===== config.mk =====
export PLATFORM = sky130hd
export DESIGN_NAME = barrel_shifter_pipe_flat
export DESIGN_NICKNAME = d
export VERILOG_FILES = /design/src/rtl/barrel_shifter_pipe_if.sv /design/src/rtl/barrel_shifter_pipe.sv /design/src/flat_wrapper.sv
export SDC_FILE = /design/constraint.sdc
export NUM_CORES = 1
export LEC_CHECK = 0
export BUFFER_PORTS_ARGS = -buffer_cell sky130_fd_sc_hd__buf_2
export CAP_MARGIN = 15
export CORE_UTILIZATION = 51
export DETAILED_ROUTE_END_ITERATION = 10
export PLACE_DENSITY = 0.74
export SYNTH_ARGS = -nofsm -noshare
export SYNTH_HDL_FRONTEND = slang
export SYNTH_SLANG_ARGS = --single-unit

===== constraint.sdc =====
create_clock -name clk -period 1.4 [get_ports clk]
set_input_delay 0.28 -clock clk [delete_from_list [all_inputs] [get_ports clk]]
set_output_delay 0.28 -clock clk [all_outputs]
set_load 0.03 [all_outputs]

===== src/rtl/barrel_shifter_pipe_if.sv =====
// Handshake bundle for barrel_shifter_pipe: input side (valid/ready/operand)
// and output side (valid/ready/result/sticky).
// master drives operands and accepts results; slave is the shifter.
interface barrel_shifter_pipe_if #(
  parameter int unsigned WIDTH = 8
);
  localparam int unsigned AW = $clog2(WIDTH);

  logic             in_valid;
  logic             in_ready;
  logic [WIDTH-1:0] in_data;
  logic [AW-1:0]    in_amt;
  logic [2:0]       in_op;
  logic             out_valid;
  logic             out_ready;
  logic [WIDTH-1:0] out_data;
  logic             out_sticky;

  modport master (
    output in_valid, in_data, in_amt, in_op, out_ready,
    input  in_ready, out_valid, out_data, out_sticky
  );

  modport slave (
    input  in_valid, in_data, in_amt, in_op, out_ready,
    output in_ready, out_valid, out_data, out_sticky
  );
endinterface


===== src/rtl/barrel_shifter_pipe.sv =====
// Pipelined WIDTH-bit barrel shifter: ROR/ROL/SRL/SLL/SRA, one registered
// mux stage per amount bit, valid/ready on both sides with a global stall.
// Left ops run through the right-shift core on a bit-reversed word.
// Optional feature macro: BARREL_SHIFTER_STICKY_EN builds the sticky
// (OR of shifted-out bits) path; otherwise out_sticky is tied to 0.
module barrel_shifter_pipe #(
  parameter int unsigned WIDTH = 8
) (
  input  logic                 clk,
  input  logic                 rst_n,
  barrel_shifter_pipe_if.slave bus
);
  localparam int unsigned AW = $clog2(WIDTH);

  localparam logic [2:0] OP_ROR = 3'b000;
  localparam logic [2:0] OP_ROL = 3'b001;
  localparam logic [2:0] OP_SRL = 3'b010;
  localparam logic [2:0] OP_SLL = 3'b011;
  localparam logic [2:0] OP_SRA = 3'b100;

  logic [AW-1:0] v_vec;
  logic [AW-1:0] en;
  logic          stall;

  function automatic logic [WIDTH-1:0] reverse(input logic [WIDTH-1:0] x);
    logic [WIDTH-1:0] r;
    for (int i = 0; i < int'(WIDTH); i++) r[i] = x[int'(WIDTH) - 1 - i];
    return r;
  endfunction

  function automatic logic is_left(input logic [2:0] op);
    return (op == OP_ROL) || (op == OP_SLL);
  endfunction

  // Global stall: only a held result blocks new input.
  assign stall        = v_vec[AW-1] && !bus.out_ready;
  assign bus.in_ready = !stall;

  // Stage load enables: an empty stage always loads, so bubbles collapse.
  always_comb begin
    en       = '0;
    en[AW-1] = !v_vec[AW-1] || bus.out_ready;
    for (int k = int'(AW) - 2; k >= 0; k--) en[k] = !v_vec[k] || en[k+1];
  end

  for (genvar k = 0; k < int'(AW); k++) begin : g_stage
    localparam int unsigned SH = 1 << k;
    localparam int unsigned RW = AW - k;

    logic             src_v;
    logic [WIDTH-1:0] src_d;
    logic [RW-1:0]    src_rem;
    logic [2:0]       src_op;
    logic [WIDTH-1:0] shf_d;
    logic [WIDTH-1:0] nxt_d;
    logic             v_q;
    logic [WIDTH-1:0] d_q;
`ifdef BARREL_SHIFTER_STICKY_EN
    logic             src_s;
    logic             shf_s;
    logic             s_q;
`endif

    // Stage source: the input port for stage 0, else the previous stage.
    if (k == 0) begin : g_src_in
      assign src_v   = bus.in_valid && !stall;
      assign src_d   = is_left(bus.in_op) ? reverse(bus.in_data) : bus.in_data;
      assign src_rem = bus.in_amt;
      assign src_op  = bus.in_op;
`ifdef BARREL_SHIFTER_STICKY_EN
      assign src_s   = 1'b0;
`endif
    end else begin : g_src_prev
      assign src_v   = g_stage[k-1].v_q;
      assign src_d   = g_stage[k-1].d_q;
      assign src_rem = g_stage[k-1].g_carry.amt_q;
      assign src_op  = g_stage[k-1].g_carry.op_q;
`ifdef BARREL_SHIFTER_STICKY_EN
      assign src_s   = g_stage[k-1].s_q;
`endif
    end

    // Right shift by 2^k when this stage's amount bit is set.
    always_comb begin
      shf_d = src_d;
`ifdef BARREL_SHIFTER_STICKY_EN
      shf_s = 1'b0;
`endif
      if (src_rem[0]) begin
        case (src_op)
          OP_ROR, OP_ROL: shf_d = {src_d[SH-1:0], src_d[WIDTH-1:SH]};
          OP_SRL, OP_SLL: begin
            shf_d = {{SH{1'b0}}, src_d[WIDTH-1:SH]};
`ifdef BARREL_SHIFTER_STICKY_EN
            shf_s = |src_d[SH-1:0];
`endif
          end
          OP_SRA: begin
            shf_d = {{SH{src_d[WIDTH-1]}}, src_d[WIDTH-1:SH]};
`ifdef BARREL_SHIFTER_STICKY_EN
            shf_s = |src_d[SH-1:0];
`endif
          end
          default: shf_d = src_d;
        endcase
      end
    end

    // Last stage undoes the entry reversal for left ops.
    if (k == int'(AW) - 1) begin : g_exit
      assign nxt_d = is_left(src_op) ? reverse(shf_d) : shf_d;
    end else begin : g_mid
      assign nxt_d = shf_d;
    end

    // Stage valid and data registers.
    always_ff @(posedge clk or negedge rst_n) begin
      if (!rst_n) begin
        v_q <= 1'b0;
        d_q <= '0;
      end else if (en[k]) begin
        v_q <= src_v;
        d_q <= nxt_d;
      end
    end

`ifdef BARREL_SHIFTER_STICKY_EN
    // Sticky accumulated across stages.
    always_ff @(posedge clk or negedge rst_n) begin
      if (!rst_n)      s_q <= 1'b0;
      else if (en[k])  s_q <= src_s | shf_s;
    end
`endif

    assign v_vec[k] = v_q;

    if (k < int'(AW) - 1) begin : g_carry
      logic [RW-2:0] amt_q;
      logic [2:0]    op_q;

      // Remaining amount bits and op travel with the word.
      always_ff @(posedge clk or negedge rst_n) begin
        if (!rst_n) begin
          amt_q <= '0;
          op_q  <= '0;
        end else if (en[k]) begin
          amt_q <= src_rem[RW-1:1];
          op_q  <= src_op;
        end
      end
    end
  end

  assign bus.out_valid = v_vec[AW-1];
  assign bus.out_data  = g_stage[AW-1].d_q;
`ifdef BARREL_SHIFTER_STICKY_EN
  assign bus.out_sticky = g_stage[AW-1].s_q;
`else
  assign bus.out_sticky = 1'b0;
`endif

endmodule


===== src/flat_wrapper.sv =====
// flat-port wrapper written by rule: the top's interface ports become plain ports
module barrel_shifter_pipe_flat 
#(
  parameter int unsigned WIDTH = 8
)
  (clk, rst_n, bus_in_valid, bus_in_data, bus_in_amt, bus_in_op, bus_out_ready, bus_in_ready, bus_out_valid, bus_out_data, bus_out_sticky);
  barrel_shifter_pipe_if #(.WIDTH(WIDTH)) bus_i ();
  input  logic clk;
  input  logic rst_n;
  input wire logic [$bits(bus_i.in_valid)-1:0] bus_in_valid;
  input wire logic [$bits(bus_i.in_data)-1:0] bus_in_data;
  input wire logic [$bits(bus_i.in_amt)-1:0] bus_in_amt;
  input wire logic [$bits(bus_i.in_op)-1:0] bus_in_op;
  input wire logic [$bits(bus_i.out_ready)-1:0] bus_out_ready;
  output wire logic [$bits(bus_i.in_ready)-1:0] bus_in_ready;
  output wire logic [$bits(bus_i.out_valid)-1:0] bus_out_valid;
  output wire logic [$bits(bus_i.out_data)-1:0] bus_out_data;
  output wire logic [$bits(bus_i.out_sticky)-1:0] bus_out_sticky;
  assign bus_i.in_valid = bus_in_valid;
  assign bus_i.in_data = bus_in_data;
  assign bus_i.in_amt = bus_in_amt;
  assign bus_i.in_op = bus_in_op;
  assign bus_i.out_ready = bus_out_ready;
  assign bus_in_ready = bus_i.in_ready;
  assign bus_out_valid = bus_i.out_valid;
  assign bus_out_data = bus_i.out_data;
  assign bus_out_sticky = bus_i.out_sticky;
  barrel_shifter_pipe #(.WIDTH(WIDTH)) u_core (.clk(clk), .rst_n(rst_n), .bus(bus_i));
endmodule

==> results of run 1 <==
-- logic make-up (layout without fill, tap and decap cells) --
| logic type | Yosys count | after routing | share of synthesized area (%) |
|---|---|---|---|
| muxes | 16 | 16 | 8.060 |
| other | 1 | 1 | 0.1789 |
| buffers and inverters | 26 | 65 | 6.746 |
| and+or+nand+nor | 64 | 64 | 14.69 |
| DFF | 36 | 36 | 42.98 |
| AOI/OAI and AO/OA | 81 | 81 | 27.34 |
-- worst max-delay path, delay by kind of cell (launching register included) --
kind,cells,cell delay [ps]
flops,1,400
simple gates,1,130
buf+inv,3,290
-- sequential cells by signal, summed over array words and instances, names as in the netlist --
signal	count
u_core.bus.out_data	8
u_core.bus.out_valid	1
u_core.g_stage.g_carry.op_q	6
u_core.g_stage.g_carry.amt_q	3
u_core.g_stage.d_q	16
u_core.g_stage.v_q	2
-- through the flow --
step,setup TNS [ps],cell area [µm²],instances
2_1_floorplan,0,2110,224
3_3_place_gp,-11.52,2322,300
3_5_place_dp,-42.41,2322,300
4_1_cts,-3.064,2485,311
5_1_grt,-161.7,2514,311
6_report,0,2514,311
-- final timing paths --
path / end / slack, ps
max in group asynchronous: u_core.g_stage[1].d_q[4] / 1060
worst max register to register: u_core.bus.out_data[4] / 20
worst min register to register: u_core.g_stage[1].v_q / 490
worst min-delay path: u_core.g_stage[1].g_carry.amt_q / -0.6
worst max-delay path: bus_in_ready / 2
min in group clk: u_core.g_stage[0].g_carry.amt_q[1] / 210
-- area by class of cell --
type | instances | area [µm²]
clock buffers | 5 | 68.82
clock inverters | 3 | 42.54
fillers | 313 | 1285
inverters | 9 | 41.29
multi-input cells | 162 | 1084
flip-flops and latches | 36 | 902.1
well taps | 48 | 60.06
repair buffers | 48 | 315.3
-- layer usage --
layer,wire length (µm),vias to the layer above,global-route usage [%],share of wire (%)
li1,-,904,-,-
met1,2297,888,34.58,47
met2,2166,70,36.86,44
met3,306,15,7.069,6.2
met4,137,0,12.23,2.8
met5,0,-,0,0
-- synthesized netlist by cell type, drive strengths merged --
library cell,n
dfrtp,36
nor2,30
a21oi,27
buf,16
o21ai,13
nand2,12
a32o,11
inv,9
mux2i,9
a221oi,8
mux2,7
o22ai,7
nand2b,6
nor2b,5
o221a,3
a22o,2
a41oi,2
and2,2
nand3,2
nand3b,2
nor3b,2
o2bb2ai,2
a21boi,1
a2bb2oi,1
a31oi,1
a32oi,1
and3,1
clkbuf,1
conb,1
nand4b,1
o21ba,1
o22a,1
or3,1
-- report_power, final --
part | switching, W | internal (W)
Clock | 0.000401 | 0.000527
Combinational | 0.000741 | 0.000571
Sequential | 0.000252 | 0.00128
-- repair_timing --
| item | 4_1_cts | 5_1_grt |
|---|---|---|
| endpoints found under the setup margin | 1 | 19 |
| buffers inserted | 3 | 0 |
| endpoints found under the hold margin | 0 | 0 |
| pin swaps | 0 | 1 |
| resized for setup | 9 | 8 |
==> impl_metrics.prom, run 1 <==
# TYPE chip_impl_metric gauge
chip_impl_info{name="result_of_the_run",value="finished, violations left"} 1
chip_impl_info{name="violations",value="negative hold slack"} 1
chip_impl_metric{name="critPathMaxStageDelay",unit="ps"} 400
chip_impl_metric{name="postSynthRegisterBits",unit=""} 36
chip_impl_info{name="tritoncts",value="built"} 1
chip_impl_metric{name="syn_area_per_cell",unit="µm²"} 9.356
chip_impl_metric{name="placementRows",unit=""} 22
chip_impl_metric{name="post-place-ws",unit="ps"} -38.00
chip_impl_metric{name="cts_hold_repair.buffers",unit=""} 0
chip_impl_metric{name="clock_sinks",unit=""} 36
chip_impl_metric{name="drive_gt1_share",unit="%"} 29.66
chip_impl_metric{name="avgViaCountPerCell",unit=""} 6.035
chip_impl_metric{name="gp_routability_congestion",unit=""} 0.9242
chip_impl_metric{name="vias_in_the_first_global_route",unit=""} 1741
chip_impl_metric{name="grt.overflow.total",unit=""} 0
chip_impl_metric{name="finalMaxSlewViolations",unit=""} 0
chip_impl_metric{name="irDropWorstVdd",unit="V"} 0.0008076
chip_impl_metric{name="final_critical_path_setup_slack",unit="ps"} 1.848
chip_impl_metric{name="clock_tree.htree_level_count",unit=""} 2
chip_impl_metric{name="ys.warnings.count",unit=""} 0
chip_impl_info{name="critPathKind",value="flop to output pin"} 1
chip_impl_metric{name="worst_clock_skew",unit="ps"} 14.36
chip_impl_info{name="largest_area_contributor_in_the_synthesized_netlist",value="dfrtp_1"} 1
chip_impl_metric{name="ys_seq_area_share",unit="%"} 42.99
chip_impl_metric{name="mappedNetlistArea",unit="µm²"} 2096
chip_impl_metric{name="route.detailed.wl_per_inst",unit="µm"} 15.78
chip_impl_metric{name="core-area",unit="µm²"} 3799
chip_impl_metric{name="die_width",unit="µm"} 66.11
chip_impl_metric{name="cts_inserted_buffers",unit=""} 5
chip_impl_metric{name="final_util",unit="%"} 66.17
chip_impl_metric{name="ff2ff_path_depth",unit=""} 7
chip_impl_metric{name="grt_antenna_before_repair",unit=""} 0
chip_impl_metric{name="design.portCount",unit=""} 29
chip_impl_info{name="worst_hold_path_type",value="input pin to async pin"} 1
chip_impl_info{name="worstSetupStartpoint",value="u_core.bus.out_valid"} 1
chip_impl_metric{name="layout.nets",unit=""} 280
chip_impl_metric{name="port_buffers",unit=""} 27
chip_impl_metric{name="drt_pass1_iterations",unit=""} 4
chip_impl_info{name="crit_path_frequent_cell",value="buf_6"} 1
chip_impl_metric{name="drv.max_cap_violation_count",unit=""} 0
chip_impl_metric{name="max-clock-path-buffers",unit=""} 2
chip_impl_metric{name="routed_wl",unit="µm"} 4907
chip_impl_metric{name="totalPowerFinal",unit="W"} 0.003772
chip_impl_metric{name="synth_top_area_share",unit="%"} 42.99
chip_impl_info{name="cp-end-kind",value="output pin"} 1
chip_impl_metric{name="worst_ep_arrival_time",unit="ps"} 1120
chip_impl_metric{name="path_clk_slew",unit="ps"} 80
chip_impl_metric{name="hold_ws",unit="ps"} -0.6122
chip_impl_metric{name="start_util",unit="%"} 55.17
chip_impl_metric{name="insertedDiodeCount",unit=""} 0
chip_impl_info{name="cp_max_stage_cell",value="dfrtp_2"} 1
chip_impl_info{name="clk_root_buffer_cell",value="clkbuf_8"} 1
chip_impl_metric{name="flow.area_growth_from_synthesis",unit="%"} 19.94
chip_impl_metric{name="p_per_area",unit="nW/µm²"} 1501
chip_impl_metric{name="timing.final.crit_share",unit="%"} 99.87
chip_impl_info{name="grt_setup_unrepaired",value="true"} 1
chip_impl_metric{name="timing.final.hold_violations",unit=""} 3
chip_impl_metric{name="timing.final.crit_period",unit="ps"} 1398
chip_impl_metric{name="syn_nets",unit=""} 242
chip_impl_metric{name="gr-usage-all-layers",unit="%"} 25.37
chip_impl_metric{name="routed-via-count",unit=""} 1877
chip_impl_metric{name="setup_viol",unit=""} 0
chip_impl_metric{name="synth_cells",unit=""} 224
chip_impl_metric{name="die_h",unit="µm"} 66.11
chip_impl_metric{name="cp_max_fo",unit=""} 3
chip_impl_metric{name="grt_pass1_wl",unit="µm"} 8162
chip_impl_metric{name="die_area",unit="µm²"} 4370
chip_impl_info{name="start_kind",value="flop"} 1
chip_impl_info{name="crit_chain",value="nor2b_4, buf_6, inv_8, buf_6"} 1
chip_impl_metric{name="clk-insertion-delay-late",unit="ps"} 300
chip_impl_info{name="synth.top_cells.by_area",value="dfrtp_1, a21oi_1, nor2_1"} 1
chip_impl_metric{name="post-dp-hpwl",unit="µm"} 3470
chip_impl_metric{name="drt_iter0_markers",unit=""} 174
chip_impl_info{name="r2r-start",value="u_core.bus.out_valid"} 1
chip_impl_metric{name="required",unit="ps"} 1120
chip_impl_info{name="most_common_cell_after_layout_fill_and_taps_aside",value="dfrtp_1"} 1
chip_impl_metric{name="ant_nets",unit=""} 0
chip_impl_metric{name="maxClockFrequency",unit="MHz"} 715.2
chip_impl_metric{name="drc",unit=""} 0
chip_impl_metric{name="largest_net_degree_at_the_start_of_global_routing",unit=""} 37
chip_impl_metric{name="cellLeakagePower",unit="nW"} 1.132
chip_impl_metric{name="yosys.cell_types.count",unit=""} 40
chip_impl_info{name="layout.cells.most_common_list",value="dfrtp_1, nor2_1, a21oi_1, buf_2, buf_4"} 1
(Power assumes the default switching activity.)
==> run 2: changes to the inputs <==
Settings changed: CORE_MARGIN set to 4.
==> run 2 against run 1 <==
Compared with the run above: the flow now finishes without violations; non-clock buffer count is 3 lower; setup slack better by 93 ps; cell count is 0.32% lower; combinational power is 5% lower; critical path depth is 1 lower; critical endpoint unchanged; largest power group unchanged; highest routed layer unchanged.
==> impl_metrics.prom, run 2 (synthesis results as in run 1) <==
# TYPE chip_impl_metric gauge
chip_impl_metric{name="fin_tns_setup",unit="ps"} 0
chip_impl_metric{name="drt_iter0_markers",unit=""} 121
chip_impl_metric{name="ant_nets",unit=""} 0
chip_impl_metric{name="gr-usage-all-layers",unit="%"} 18.44
chip_impl_metric{name="vias_in_the_first_global_route",unit=""} 1676
chip_impl_metric{name="critPathMaxStageDelay",unit="ps"} 350
chip_impl_metric{name="largest_reg_flops",unit=""} 16
chip_impl_metric{name="flow.area_growth_from_synthesis",unit="%"} 17.73
chip_impl_metric{name="drt_pass1_iterations",unit=""} 4
chip_impl_metric{name="gr-usage-met3",unit="%"} 3.878
chip_impl_metric{name="clk-insertion-delay-late",unit="ps"} 290
chip_impl_metric{name="route.detailed.wl_per_inst",unit="µm"} 14.55
chip_impl_metric{name="drv.max_cap_violation_count",unit=""} 0
chip_impl_metric{name="gp_routability_congestion",unit=""} 0.8327
chip_impl_metric{name="die_area",unit="µm²"} 5199
chip_impl_metric{name="gr-usage-met2",unit="%"} 31.75
chip_impl_metric{name="setup_viol",unit=""} 0
chip_impl_info{name="critPathKind",value="flop to output pin"} 1
chip_impl_metric{name="drc",unit=""} 0
chip_impl_metric{name="post-dp-hpwl",unit="µm"} 3329
chip_impl_metric{name="cp_max_fo",unit=""} 3
chip_impl_metric{name="core-area",unit="µm²"} 4000
chip_impl_metric{name="totalPowerFinal",unit="W"} 0.003513
chip_impl_metric{name="multi_input_area",unit="µm²"} 1071
chip_impl_metric{name="port_buffers",unit=""} 27
chip_impl_metric{name="avgViaCountPerCell",unit=""} 5.916
chip_impl_metric{name="path_clk_slew",unit="ps"} 70
chip_impl_info{name="start_kind",value="flop"} 1
chip_impl_metric{name="fillCellCount",unit=""} 358
chip_impl_metric{name="area.sequential",unit="µm²"} 904.6
chip_impl_metric{name="start_util",unit="%"} 52.39
chip_impl_info{name="worst_hold_path_type",value="input pin to flop"} 1
chip_impl_info{name="clk_root_buffer_cell",value="clkbuf_8"} 1
chip_impl_info{name="layout.cells.most_common_list",value="dfrtp_1, nor2_1, a21oi_1, buf_2, buf_4"} 1
chip_impl_metric{name="finalMaxSlewViolations",unit=""} 0
chip_impl_metric{name="clock_tree.htree_level_count",unit=""} 2
chip_impl_metric{name="p_per_area",unit="nW/µm²"} 1424
chip_impl_metric{name="worst_clock_skew",unit="ps"} 9.471
chip_impl_info{name="result_of_the_run",value="complete, no violations"} 1
chip_impl_metric{name="insertedDiodeCount",unit=""} 0
chip_impl_metric{name="grt_util_met1",unit="%"} 21.64
chip_impl_metric{name="timing.final.crit_share",unit="%"} 93.25
chip_impl_metric{name="layout.nets",unit=""} 277
chip_impl_metric{name="routed-via-count",unit=""} 1834
chip_impl_metric{name="post-place-ws",unit="ps"} 2.629
chip_impl_metric{name="drive_gt1_share",unit="%"} 28.08
chip_impl_metric{name="timing.final.crit_period",unit="ps"} 1305
chip_impl_metric{name="max-clock-path-buffers",unit=""} 2
chip_impl_info{name="top_register",value="u_core.g_stage.d_q"} 1
chip_impl_metric{name="die_h",unit="µm"} 72.11
chip_impl_metric{name="cts_inserted_buffers",unit=""} 5
chip_impl_metric{name="irDropWorstVdd",unit="V"} 0.0004585
chip_impl_metric{name="grt_antenna_before_repair",unit=""} 0
chip_impl_metric{name="grt.overflow.total",unit=""} 0
chip_impl_metric{name="final_util",unit="%"} 61.68
chip_impl_metric{name="largest_net_degree_at_the_start_of_global_routing",unit=""} 25
chip_impl_metric{name="final_critical_path_setup_slack",unit="ps"} 94.53
chip_impl_metric{name="clock_sinks",unit=""} 36
chip_impl_metric{name="maxClockFrequency",unit="MHz"} 766.0
chip_impl_info{name="tritoncts",value="built"} 1
chip_impl_info{name="cp-end-kind",value="output pin"} 1
chip_impl_info{name="most_common_cell_after_layout_fill_and_taps_aside",value="dfrtp_1"} 1
chip_impl_metric{name="timing.final.hold_violations",unit=""} 0
chip_impl_metric{name="design.portCount",unit=""} 29
chip_impl_metric{name="cellLeakagePower",unit="nW"} 1.111
chip_impl_metric{name="die_width",unit="µm"} 72.11
chip_impl_info{name="cp_max_stage_cell",value="dfrtp_2"} 1
chip_impl_metric{name="required",unit="ps"} 1120
chip_impl_info{name="grt_setup_unrepaired",value="false"} 1
chip_impl_metric{name="grt_pass1_wl",unit="µm"} 7590
chip_impl_metric{name="worst_ep_arrival_time",unit="ps"} 1030
chip_impl_metric{name="placementRows",unit=""} 23
chip_impl_info{name="crit_chain",value="nor2b_4, inv_8, buf_6"} 1
chip_impl_info{name="top_usage_layer",value="met2"} 1
chip_impl_metric{name="routed_wl",unit="µm"} 4511
run 2: worst paths after layout:
| check | end | start | slack, ps | cells past startpoint |
|---|---|---|---|---|
| min in group asynchronous | u_core.g_stage[0].g_carry.op_q[1] | rst_n | 400 | 2 |
| worst min register to register | u_core.g_stage[1].v_q | u_core.g_stage[0].v_q | 470 | 1 |
| worst max-delay path | bus_in_ready | u_core.bus.out_valid | 90 | 3 |
| worst max register to register | u_core.g_stage[0].g_carry.op_q[0] | u_core.bus.out_valid | 100 | 4 |
| worst min-delay path | u_core.g_stage[0].v_q | bus_in_valid | 220 | 3 |
| max in group asynchronous | u_core.g_stage[1].d_q[3] | rst_n | 500 | 3 |
run 2: repair_timing:
| action | in CTS | in global routing |
|---|---|---|
| hold buffers | 1 | 0 |
| setup buffers | 3 | 0 |
| gates resized for setup | 10 | 3 |
| hold endpoints to repair | 11 | 0 |
| endpoints found under the setup margin | 1 | 9 |
run 2: final cells by class:
type	count	area share [%]
inverters	9	1.673
well taps	50	2.535
clock inverters	2	0.4057
repair buffers	45	11.97
flip-flops and latches	36	36.66
clock buffers	6	3.347
multi-input cells	162	43.41
run 2: power by group:
group          switching, W  internal, W  leakage, nW
Clock              0.000355     0.000392       0.0510
Sequential         0.000242      0.00128        0.418
Combinational      0.000698     0.000543        0.643
Total               0.00130      0.00222         1.11
run 2: through the flow:
step           hold WS, ps  cells  area [µm²]
2_1_floorplan       -15.59    224        2110
3_3_place_gp         169.3    299        2315
3_5_place_dp         171.2    299        2315
4_1_cts              212.8    311        2474
5_1_grt              215.6    310        2467
6_report             217.5    310        2467
run 2: critical path, delay by kind of cell, from the launching register on:
kind                   cells  cell delay (ps)
flip-flops                 1              350
AND/OR/NAND/NOR            1              230
buffers and inverters      2              170
run 2: per-layer routing:
layer	up-vias	part of all wire [%]	wire length (µm)
met2	70	49	2209
met3	11	5.5	247
met4	0	2.1	95
li1	892	-	-
met5	-	0	0
met1	861	43	1958
==> run 3: changes to the inputs <==
Settings changed: CORE_MARGIN 4 to 10.
==> run 3 against run 2 <==
Compared with the run above: cell count fell by 0.65%; total power rose by 0.26%; via count fell by 2.2%; maximum frequency fell by 2.6%; critical path depth did not move; non-clock buffer count fell by 2.
==> impl_metrics.prom, run 3 (synthesis results as in run 1) <==
# TYPE chip_impl_metric gauge
chip_impl_info{name="result_of_the_run",value="complete, no violations"} 1
chip_impl_metric{name="max-clock-path-buffers",unit=""} 2
chip_impl_info{name="worst_setup_path_endpoint",value="bus_in_ready"} 1
chip_impl_metric{name="flow.area_growth_from_synthesis",unit="%"} 16.48
chip_impl_metric{name="ant_nets",unit=""} 0
chip_impl_info{name="top_usage_layer",value="met2"} 1
chip_impl_metric{name="design.portCount",unit=""} 29
chip_impl_metric{name="largest_net_degree_at_the_start_of_global_routing",unit=""} 25
chip_impl_metric{name="irDropWorstVdd",unit="V"} 0.0004400
chip_impl_metric{name="gp_routability_congestion",unit=""} 0.8484
chip_impl_metric{name="die_h",unit="µm"} 84.11
chip_impl_metric{name="core-area",unit="µm²"} 4000
chip_impl_metric{name="clk-insertion-delay-late",unit="ps"} 290
chip_impl_metric{name="dp.cells",unit=""} 298
chip_impl_info{name="top_register",value="u_core.g_stage.d_q"} 1
chip_impl_metric{name="cp_max_fo",unit=""} 3
chip_impl_metric{name="timing.final.hold_violations",unit=""} 0
chip_impl_metric{name="drc",unit=""} 0
chip_impl_info{name="layout.cells.most_common_list",value="dfrtp_1, nor2_1, a21oi_1, buf_2, buf_4"} 1
chip_impl_metric{name="drt_iter0_markers",unit=""} 114
chip_impl_metric{name="grt_util_met1",unit="%"} 15.15
chip_impl_metric{name="insertedDiodeCount",unit=""} 0
chip_impl_metric{name="placementRows",unit=""} 23
chip_impl_info{name="r2r-end",value="u_core.bus.out_data[6]"} 1
chip_impl_info{name="clk_root_buffer_cell",value="clkbuf_8"} 1
chip_impl_metric{name="grt_antenna_before_repair",unit=""} 0
chip_impl_metric{name="timing.final.crit_share",unit="%"} 95.70
chip_impl_metric{name="worst_clock_skew",unit="ps"} 5.240
chip_impl_metric{name="setup_viol",unit=""} 0
chip_impl_metric{name="grt_pass1_wl",unit="µm"} 8307
chip_impl_metric{name="fin_tns_setup",unit="ps"} 0
chip_impl_metric{name="routed_wl",unit="µm"} 4748
chip_impl_metric{name="regToRegSetupSlack",unit="ps"} 70
chip_impl_metric{name="area.sequential",unit="µm²"} 903.4
chip_impl_metric{name="grt.overflow.total",unit=""} 0
chip_impl_info{name="r2r-start",value="u_core.g_stage[1].g_carry.op_q[2]"} 1
chip_impl_info{name="tritoncts",value="built"} 1
chip_impl_metric{name="p_per_area",unit="nW/µm²"} 1443
chip_impl_metric{name="finalMaxSlewViolations",unit=""} 0
chip_impl_info{name="cp-end-kind",value="output pin"} 1
chip_impl_metric{name="timing.final.crit_period",unit="ps"} 1340
chip_impl_metric{name="drv.max_cap_violation_count",unit=""} 0
chip_impl_info{name="start_kind",value="flop"} 1
chip_impl_metric{name="route.detailed.wl_per_inst",unit="µm"} 15.42
chip_impl_metric{name="layout.nets",unit=""} 275
chip_impl_metric{name="vias_in_the_first_global_route",unit=""} 1909
chip_impl_metric{name="avgViaCountPerCell",unit=""} 5.821
chip_impl_metric{name="worst_ep_arrival_time",unit="ps"} 1060
chip_impl_info{name="worst_hold_path_type",value="input pin to flop"} 1
chip_impl_info{name="worstSetupStartpoint",value="u_core.bus.out_valid"} 1
chip_impl_metric{name="post-dp-hpwl",unit="µm"} 3618
chip_impl_metric{name="start_util",unit="%"} 52.39
chip_impl_metric{name="required",unit="ps"} 1120
chip_impl_metric{name="totalPowerFinal",unit="W"} 0.003522
chip_impl_metric{name="die_width",unit="µm"} 84.11
chip_impl_info{name="grt_setup_unrepaired",value="false"} 1
chip_impl_metric{name="routed-via-count",unit=""} 1793
chip_impl_metric{name="gr-usage-met3",unit="%"} 3.125
chip_impl_metric{name="port_buffers",unit=""} 27
chip_impl_metric{name="largest_reg_flops",unit=""} 16
chip_impl_metric{name="drive_gt1_share",unit="%"} 26.36
chip_impl_metric{name="cts_inserted_buffers",unit=""} 5
chip_impl_metric{name="clock_tree.htree_level_count",unit=""} 2
chip_impl_metric{name="maxClockFrequency",unit="MHz"} 746.4
chip_impl_metric{name="drt_pass1_iterations",unit=""} 4
chip_impl_metric{name="ff2ff_path_depth",unit=""} 4
chip_impl_metric{name="die_area",unit="µm²"} 7074
chip_impl_metric{name="gr-usage-met2",unit="%"} 24.48
chip_impl_metric{name="fillCellCount",unit=""} 356
chip_impl_info{name="most_common_cell_after_layout_fill_and_taps_aside",value="dfrtp_1"} 1
chip_impl_metric{name="multi_input_area",unit="µm²"} 1066
chip_impl_metric{name="clock_sinks",unit=""} 36
chip_impl_info{name="critPathKind",value="flop to output pin"} 1
chip_impl_metric{name="cellLeakagePower",unit="nW"} 1.092
chip_impl_metric{name="gr-usage-all-layers",unit="%"} 13.76
chip_impl_metric{name="stdcell_count",unit=""} 308
chip_impl_metric{name="path_clk_slew",unit="ps"} 70
[run 3: cell types whose count changed in the layout (fill, tap and decap cells not counted), moves of 2 or more]
cell and delta:
buf_4 -2, buf_6 -2, clkbuf_1 +2, clkinv_2 -2, nand2_2 +2
[run 3: cell type report]
class | instances | share of cell area (%)
Inverter | 9 | 1.384
Multi-Input combinational cell | 162 | 43.67
Clock buffer | 8 | 3.690
Tap cell | 50 | 2.563
Sequential cell | 36 | 37.01
Timing Repair Buffer | 43 | 11.69
[run 3: power breakdown]
group	total (W)	switching (W)	internal (W)	leakage, nW
clock	0.000764	0.000363	0.000401	0.0455
combinational	0.00123	0.000701	0.000530	0.627
sequential	0.00153	0.000245	0.00128	0.419
[run 3: timing repair]
item,4_1_cts,5_1_grt
cloned,0,0
gates resized for setup,1,4
buffers inserted,1,0
endpoints found under the setup margin,1,12
hold endpoints to repair,14,0
hold buffers,1,0
[run 3: worst max-delay path, stage by stage (launching register included)]
cell and delay [ps]:
dfrtp_2 400, nor2b_4 140, inv_2 50, clkbuf_4 180
[run 3: layer usage]
metal	vias up	wire, µm
li1	890	-
met5	-	0
met4	0	87
met2	46	2374
met1	850	2071
met3	7	214
[run 3: through the flow]
stage / hold WS (ps) / cell area, µm² / utilization [%] / setup slack (ps)
2_1_floorplan: -15.59 / 2110 / - / 2.297
3_3_place_gp: 209.7 / 2320 / 57.99 / 46.70
3_5_place_dp: 211.6 / 2320 / 57.99 / -5.842
4_1_cts: 192.8 / 2430 / 60.74 / 0.5206
5_1_grt: 203.6 / 2441 / 61.03 / 14.62
6_report: 191.4 / 2441 / 61.03 / 60.18
[run 3: worst min-delay path by stage]
stage | start | end | slack [ps] | cells past startpoint
2_1_floorplan | rst_n | u_core.bus.out_data[0] | -20 | 0
3_3_place_gp | rst_n | u_core.g_stage[0].v_q | 210 | 1
3_5_place_dp | rst_n | u_core.bus.out_data[6] | 210 | 1
4_1_cts | bus_in_valid | u_core.g_stage[0].v_q | 190 | 3
5_1_grt | bus_in_valid | u_core.g_stage[0].v_q | 200 | 3
6_report | bus_in_valid | u_core.g_stage[0].v_q | 190 | 3
